$ cat config.mk
export PLATFORM = sky130hd
export DESIGN_NAME = scr1_dmem_vlsu_arb
export DESIGN_NICKNAME = d
export VERILOG_FILES = /design/src/rtl/scr1_dmem_vlsu_arb.sv
export SDC_FILE = /design/constraint.sdc
export NUM_CORES = 1
export LEC_CHECK = 0
export BUFFER_PORTS_ARGS = -buffer_cell sky130_fd_sc_hd__buf_2
export CAP_MARGIN = 20
export CORE_AREA = 8 8 115 117
export CTS_CLUSTER_SIZE = 25
export DETAILED_ROUTE_END_ITERATION = 6
export DIE_AREA = 0 0 123 125
export PLACE_DENSITY = 0.58
export SYNTH_ARGS = -nofsm -noshare
export SYNTH_HDL_FRONTEND = slang
export SYNTH_SLANG_ARGS = --single-unit
$ cat constraint.sdc
create_clock -name clk -period 6.45 [get_ports clk]
set_clock_uncertainty 0.2 [all_clocks]
set_input_delay 1.29 -clock clk [delete_from_list [all_inputs] [get_ports clk]]
set_output_delay 1.29 -clock clk [all_outputs]
set_load 0.01 [all_outputs]
$ cat src/rtl/scr1_dmem_vlsu_arb.sv
// scr1_dmem_vlsu_arb: shares the single DMEM port between the scalar LSU and the vector LSU.
// One transaction is in flight at a time. Ack and response are routed back only to the owner.
// Optional feature: define SCR1_DMEM_ARB_RR_EN for round-robin arbitration on simultaneous
// requests. Without it, LSU has fixed priority and a consecutive-grant limit prevents VLSU starvation.

`ifndef SCR1_DMEM_AWIDTH
`define SCR1_DMEM_AWIDTH 32
`endif
`ifndef SCR1_DMEM_DWIDTH
`define SCR1_DMEM_DWIDTH 32
`endif

package scr1_dmem_arb_pkg;
  typedef enum logic {
    SCR1_MEM_CMD_RD = 1'b0,
    SCR1_MEM_CMD_WR = 1'b1
  } type_scr1_mem_cmd_e;

  typedef enum logic [1:0] {
    SCR1_MEM_WIDTH_BYTE  = 2'b00,
    SCR1_MEM_WIDTH_HWORD = 2'b01,
    SCR1_MEM_WIDTH_WORD  = 2'b10,
    SCR1_MEM_WIDTH_ERROR = 2'b11
  } type_scr1_mem_width_e;

  typedef enum logic [1:0] {
    SCR1_MEM_RESP_NOTRDY = 2'b00,
    SCR1_MEM_RESP_RDY_OK = 2'b01,
    SCR1_MEM_RESP_RDY_ER = 2'b10
  } type_scr1_mem_resp_e;
endpackage

module scr1_dmem_vlsu_arb
  import scr1_dmem_arb_pkg::*;
#(
  parameter int unsigned STARVE_LIMIT = 4,
  parameter int unsigned STARVE_W     = 3
) (
  input  logic                         clk,
  input  logic                         rst_n,
  // scalar LSU
  input  logic                         lsu2arb_req,
  input  type_scr1_mem_cmd_e           lsu2arb_cmd,
  input  type_scr1_mem_width_e         lsu2arb_width,
  input  logic [`SCR1_DMEM_AWIDTH-1:0] lsu2arb_addr,
  input  logic [`SCR1_DMEM_DWIDTH-1:0] lsu2arb_wdata,
  output logic                         arb2lsu_req_ack,
  output logic [`SCR1_DMEM_DWIDTH-1:0] arb2lsu_rdata,
  output type_scr1_mem_resp_e          arb2lsu_resp,
  // vector LSU
  input  logic                         vlsu2arb_req,
  input  type_scr1_mem_cmd_e           vlsu2arb_cmd,
  input  type_scr1_mem_width_e         vlsu2arb_width,
  input  logic [`SCR1_DMEM_AWIDTH-1:0] vlsu2arb_addr,
  input  logic [`SCR1_DMEM_DWIDTH-1:0] vlsu2arb_wdata,
  output logic                         arb2vlsu_req_ack,
  output logic [`SCR1_DMEM_DWIDTH-1:0] arb2vlsu_rdata,
  output type_scr1_mem_resp_e          arb2vlsu_resp,
  // DMEM
  output logic                         arb2dmem_req,
  output type_scr1_mem_cmd_e           arb2dmem_cmd,
  output type_scr1_mem_width_e         arb2dmem_width,
  output logic [`SCR1_DMEM_AWIDTH-1:0] arb2dmem_addr,
  output logic [`SCR1_DMEM_DWIDTH-1:0] arb2dmem_wdata,
  input  logic                         dmem2arb_req_ack,
  input  logic [`SCR1_DMEM_DWIDTH-1:0] dmem2arb_rdata,
  input  type_scr1_mem_resp_e          dmem2arb_resp
);

  typedef enum logic [1:0] {
    ARB_IDLE      = 2'b00,
    ARB_REQ_HOLD  = 2'b01,
    ARB_WAIT_RESP = 2'b10
  } arb_state_e;

  localparam logic SEL_LSU  = 1'b0;
  localparam logic SEL_VLSU = 1'b1;

  localparam bit                  STARVE_EN  = (STARVE_LIMIT != 0);
  localparam logic [STARVE_W-1:0] STARVE_MAX = STARVE_LIMIT[STARVE_W-1:0];
  localparam logic [STARVE_W-1:0] CNT_SAT    = {STARVE_W{1'b1}};

  arb_state_e          state;
  arb_state_e          state_next;
  logic                sel;
  logic [STARVE_W-1:0] starve_cnt;
  logic                any_req;
  logic                prio_winner;
  logic                winner;
  logic                starve_hit;
  logic                loser_req;
  logic                cur_sel;
  logic                cur_req;
  logic                dmem_ack;
  logic                grant;

  assign any_req    = lsu2arb_req | vlsu2arb_req;
  assign starve_hit = STARVE_EN && (starve_cnt == STARVE_MAX)
                      && ((sel == SEL_LSU) ? vlsu2arb_req : lsu2arb_req);
  assign loser_req  = (winner == SEL_LSU) ? vlsu2arb_req : lsu2arb_req;
  assign grant      = (state == ARB_IDLE) & any_req;

  // The requester is chosen combinationally in IDLE and frozen in sel afterwards
  assign cur_sel  = (state == ARB_IDLE) ? winner : sel;
  assign cur_req  = (cur_sel == SEL_LSU) ? lsu2arb_req : vlsu2arb_req;
  assign dmem_ack = dmem2arb_req_ack & arb2dmem_req;

`ifdef SCR1_DMEM_ARB_RR_EN
  logic last_grant;

  // Round-robin: on a tie the side that did not get the last ack wins
  always_comb begin
    prio_winner = lsu2arb_req ? SEL_LSU : SEL_VLSU;
    if (lsu2arb_req && vlsu2arb_req) begin
      prio_winner = ~last_grant;
    end
  end

  // Remember which side was last accepted by DMEM
  always_ff @(posedge clk or negedge rst_n) begin
    if (!rst_n) begin
      last_grant <= SEL_LSU;
    end else if (dmem_ack) begin
      last_grant <= cur_sel;
    end
  end
`else
  // Fixed priority: LSU always beats VLSU unless the starvation rule intervenes
  always_comb begin
    prio_winner = lsu2arb_req ? SEL_LSU : SEL_VLSU;
  end
`endif

  // Starvation override hands the next grant to the side that has been waiting
  always_comb begin
    winner = prio_winner;
    if (starve_hit) begin
      winner = ~sel;
    end
  end

  // FSM state, owner and starvation counter registers
  always_ff @(posedge clk or negedge rst_n) begin
    if (!rst_n) begin
      state      <= ARB_IDLE;
      sel        <= SEL_LSU;
      starve_cnt <= '0;
    end else begin
      state <= state_next;
      if (grant) begin
        sel <= winner;
        if ((winner != sel) && (starve_cnt != '0)) begin
          starve_cnt <= '0;
        end else if (loser_req) begin
          starve_cnt <= (starve_cnt == CNT_SAT) ? starve_cnt : starve_cnt + STARVE_W'(1);
        end else begin
          starve_cnt <= '0;
        end
      end
    end
  end

  // Next-state logic: request handshake, then wait for the DMEM response
  always_comb begin
    state_next = state;
    case (state)
      ARB_IDLE: begin
        if (dmem_ack) begin
          state_next = ARB_WAIT_RESP;
        end else if (any_req) begin
          state_next = ARB_REQ_HOLD;
        end
      end
      ARB_REQ_HOLD: begin
        if (dmem_ack) begin
          state_next = ARB_WAIT_RESP;
        end
      end
      ARB_WAIT_RESP: begin
        if ((dmem2arb_resp == SCR1_MEM_RESP_RDY_OK) || (dmem2arb_resp == SCR1_MEM_RESP_RDY_ER)) begin
          state_next = ARB_IDLE;
        end
      end
      default: state_next = ARB_IDLE;
    endcase
  end

  // DMEM request mux from the selected requester
  always_comb begin
    arb2dmem_req   = (state != ARB_WAIT_RESP) & cur_req;
    arb2dmem_cmd   = (cur_sel == SEL_LSU) ? lsu2arb_cmd   : vlsu2arb_cmd;
    arb2dmem_width = (cur_sel == SEL_LSU) ? lsu2arb_width : vlsu2arb_width;
    arb2dmem_addr  = (cur_sel == SEL_LSU) ? lsu2arb_addr  : vlsu2arb_addr;
    arb2dmem_wdata = (cur_sel == SEL_LSU) ? lsu2arb_wdata : vlsu2arb_wdata;
  end

  // Ack and response go only to the owner; responses only count while waiting for one
  always_comb begin
    arb2lsu_req_ack  = dmem_ack & (cur_sel == SEL_LSU);
    arb2vlsu_req_ack = dmem_ack & (cur_sel == SEL_VLSU);
    arb2lsu_resp     = SCR1_MEM_RESP_NOTRDY;
    arb2lsu_rdata    = '0;
    arb2vlsu_resp    = SCR1_MEM_RESP_NOTRDY;
    arb2vlsu_rdata   = '0;
    if (state == ARB_WAIT_RESP) begin
      if (sel == SEL_LSU) begin
        arb2lsu_resp  = dmem2arb_resp;
        arb2lsu_rdata = dmem2arb_rdata;
      end else begin
        arb2vlsu_resp  = dmem2arb_resp;
        arb2vlsu_rdata = dmem2arb_rdata;
      end
    end
  end

endmodule

### Word-level counts from Yosys, hierarchy flattened

Cells that the tools add are included.

* flip-flop bits (word level): 6
* input port bits: 173
* output and inout bits: 138
* word-level logic and storage cells: 57

* $add $sub $neg: 1
* equality and inequality tests: 12
* multiplexer cells: 26
* bitwise operators: 8
* reduce and logical (&&, ||, !) cells: 7

Operator list (number)
* $mux 32: 6
* $mux 2: 9
* $mux 3: 3
* $mux 1: 7
* $eq 3x3->1 const B: 2
* $ne 2x2->1 const B: 3
* $ne 3x3->1 const B: 2
* $pmux 2 s3: 1
* $and 1x1->1: 5
* $eq 2x1->1 const B: 2
* $eq 2x2->1 const B: 2
* $add 3x1->3 const B: 1
* $reduce_and 3->1: 1
* $reduce_bool 3->1: 1
* $logic_and 1x1->1: 2
* $logic_not 2->1: 1
* $not 1->1: 2
* $reduce_and 2->1: 1
* $logic_or 1x1->1: 1
* $ne 1x1->1: 1
* $or 1x1->1: 1

### Depth between registers and ports, before layout

* depth after elaboration: 9
* depth in mapped cells: 7
* depth with buffers taken out: 5

### Worst setup path before layout

No wires, ideal clock.

* kind: input -> output
* start: input port vlsu2arb_req
* end: output port arb2dmem_wdata[23]
* arrival time: 2.319 ns
* required time: 4.960 ns
* path slack: 2.641 ns
* stages on the path: 5
* path buffers: 2
* cell sequence: nand4b_1 > a22oi_4 > buf_6 > buf_6 > mux2_1

* word-level cells in the longest chain between the ends: 5

Ends and longest elaborated chain
* from (decl): line 51 `input logic vlsu2arb_req,`
* $mux 1: line 99 `&& ((sel == SEL_LSU) ? vlsu2arb_req : lsu2arb_req);`
* $logic_and 1x1->1: line 99
* $mux 1: line 137 `if (starve_hit) begin`
* $mux 1: line 104 `assign cur_sel = (state == ARB_IDLE) ? winner : sel;`
* $mux 32: line 194 `arb2dmem_wdata = (cur_sel == SEL_LSU) ? lsu2arb_wdata : vlsu2arb_wdata;`
* to (decl): line 64 `` output logic [`SCR1_DMEM_DWIDTH-1:0] arb2dmem_wdata, ``

No other way between the ends.

### Final worst setup path

* start: input port vlsu2arb_req
* end: output port arb2dmem_addr[16]

* word-level cells in the longest chain between the ends: 5

Ends and longest elaborated chain
* $mux 1: line 99
* $logic_and 1x1->1: line 99
* $mux 1: line 137
* $mux 1: line 104
* $mux 32: line 193 `arb2dmem_addr = (cur_sel == SEL_LSU) ? lsu2arb_addr : vlsu2arb_addr;`
* to (decl): line 63 `` output logic [`SCR1_DMEM_AWIDTH-1:0] arb2dmem_addr, ``

No other way between the ends.

==> reports/results.ini <==
[logic_synthesis]
avgSynthCellArea_um2=8.574
ys_warn_count=0
syn_inst=204
syn-num-nets=380
async_flop_share_pct=100.0
synthTopCellsByArea=mux2_2, and2_1, dfrtp_1
synth_area_leader_cell=mux2_2
synth_top_area_share_pct=37.98
synth-seq-area-share_pct=8.584
synth_ff_type=dfrtp_1
synth_edf_count=0
syn-cell-area_mm2=0.001749
ys_ff_latch=6
synth_cell_types=32

[sta]
max_slew_margin_pct=43.14
setup_viol=0
final_max_slew_viol_count=0
final.setup.tns_ns=0
finalCritPeriodShare_pct=71.56
hold_viol=0
worstMarginPinSlew_ns=0.8529
rsz0062_at_grt=no
finalCriticalPeriod_ns=4.615
max_clock_freq_mhz=216.7

[critical_path]
slowest_delay_ns=0.66
cp-start-kind=input pin
critPathRequiredTime_ns=4.96
reg2reg_depth=5
cp.arrival_ns=3.13
critPathKind=input pin to output port
slowest_stage=buf_4
crit_path_end_kind=output port
path_max_fanout=69
path_common_cell=buf_2
cp_cell_sequence=buf_2 > nand4b_1 > a22oi_4 > buf_4 > mux2_2 > buf_2

[run]
drv_cap=0

[layout]
final_common_cell=buf_2
multiInputGateArea_mm2=0.001501
diodes=0
drive_gt1_share_pct=74.70
seq_area_um2=150.1
finalNetCount=684
final_cell_mix=buf_2, and2_1, mux2_2, mux2_1, nor2_1
syn_to_final_growth_pct=99.86
fillers=1295

[clock_network]
path_clk_slew_ns=0.03
cts_resized=0
ctsHoldBuffers=0
clockBufferDepth=2
cts_buffers=3
cts_root_buffer=clkbuf_16
cts.sinks=6
insertion_delay_ns=0.23
cts_tree=done
h-tree-depth=1
cts_setup_buffers=0

[detailed_routing]
avgRoutedWirePerCell_um=16.40
firstDrtPassIters=4
drc=0
viasPerCell=4.017
ant_nets=0
drt-initial-drc-count=134
routed_wl_um=10710
vias=2623

[floorplanning]
io_pins=311
rows=40
die_h_um=125
start_util_pct=15.06
dieArea_mm2=0.01538
die_w_um=123
fp.coreArea_mm2=0.01161

[place]
io_buffers=310
place.detailed.hpwl_um=9472
gp_congestion=0.8928

[global_route]
first_global_vias=2565
grt_antenna_before_repair=0
grt.overflow.total=0
grt_max_degree=70
grt_pass1_wl_um=15420
grt_use_total_pct=12.59

[power_and_ir_drop]
p_leak_uw=0.002043
p_sw_share_pct=46.31
p_int_uw=595.1
comb_power_share_pct=83.9
peakVddDrop_uv=190.3
power_density_mw_per_mm2=317.1
p_sw_uw=513.4
power.total_uw=1108
seq_power_share_pct=7.1
clkPwrFrac_pct=9.0

[worst_hold_path]
min_path_type=register to register
hold_path_depth=1

[run_status]
outcome=finished clean

==> power groups by stage <==
stage	combinational [uW]	clock (uW)	sequential (uW)
final	930	99.3	79.0
after floorplan	629	0	71.2
after global placement	942	0	79.1
after CTS	945	101	79.1
after global routing	1010	105	84.1
after detailed placement	940	0	79.0
==> synthesized netlist by cell type, types with 2 or more instances <==
cell and n:
and2_1 68, mux2_2 59, mux2_1 8, clkbuf_1 7, nor2_1 7, dfrtp_1 6
buf_4 5, a31oi_1 3, ha_1 3, inv_1 3, nand2_1 3, nand3_1 3
nand3b_1 3, nand4_1 3, a21oi_1 2, buf_6 2, nand2b_1 2, nor3_1 2
nor3b_2 2
==> state kept, by name (all words and copies together), names as in the netlist <==
signal	flops
starve_cnt	3
state	2
sel	1
==> worst max-delay path: cells and delay by family <==
| family | cells | cell delay (ns) |
|---|---|---|
| and+or+nand+nor | 1 | 0.17 |
| muxes | 1 | 0.44 |
| buffers and inverters | 3 | 1.00 |
| AOI/OAI and AO/OA | 1 | 0.17 |
==> final cells by class <==
class | instances | area share (%)
sequential | 6 | 4.295
clock buffer | 3 | 2.147
tap | 147 | 5.261
inverter | 3 | 0.3221
timing repair buffer | 313 | 45.03
multi-input combinational | 181 | 42.95
==> path summary, 6_finish.rpt <==
check                                           from                         to  slack, ns
setup / recovery                        vlsu2arb_req          arb2dmem_addr[16]       1.83
hold / removal             starve_cnt[0]$_DFFE_PN0P_  starve_cnt[0]$_DFFE_PN0P_       0.32
setup reg to reg           starve_cnt[0]$_DFFE_PN0P_  starve_cnt[0]$_DFFE_PN0P_       4.56
hold reg to reg            starve_cnt[0]$_DFFE_PN0P_  starve_cnt[0]$_DFFE_PN0P_       0.32
max in group asynchronous                      rst_n       state[0]$_DFFE_PN0P_       5.23
min in group asynchronous                      rst_n  starve_cnt[2]$_DFFE_PN0P_       0.68
==> layer usage <==
metal	routed length (um)	vias up	part of all wire, %	global-route usage, %
li1	-	1313	-	-
met1	4351	1178	41	15.84
met2	5271	130	49	21.47
met3	1055	2	9.9	3.645
met4	27	0	0.25	0.9213
met5	0	-	0	0
==> metrics by stage <==
stage	util [%]	cells	hold WS, ns	area [um^2]	worst slack (ns)
after floorplan	-	204	0.2784	1749	2.641
after global placement	29.46	650	0.3210	3421	1.820
after detailed placement	29.46	650	0.3243	3421	1.828
after CTS	30.11	653	0.3323	3496	1.823
after global routing	30.11	653	0.3969	3496	1.700
final	30.11	653	0.3240	3496	1.835
==> kinds of logic after synthesis <==
family	count (synthesis)	synth area share, %
AND/OR/NAND/NOR	98	34.48
multiplexers	68	43.71
buffers and inverters	17	5.580
AO/OA/AOI/OAI	11	5.007
flip-flops	6	8.583
adder cells (fa/ha/maj)	3	2.146
XOR/XNOR	1	0.5008
(Power assumes the default switching activity.)
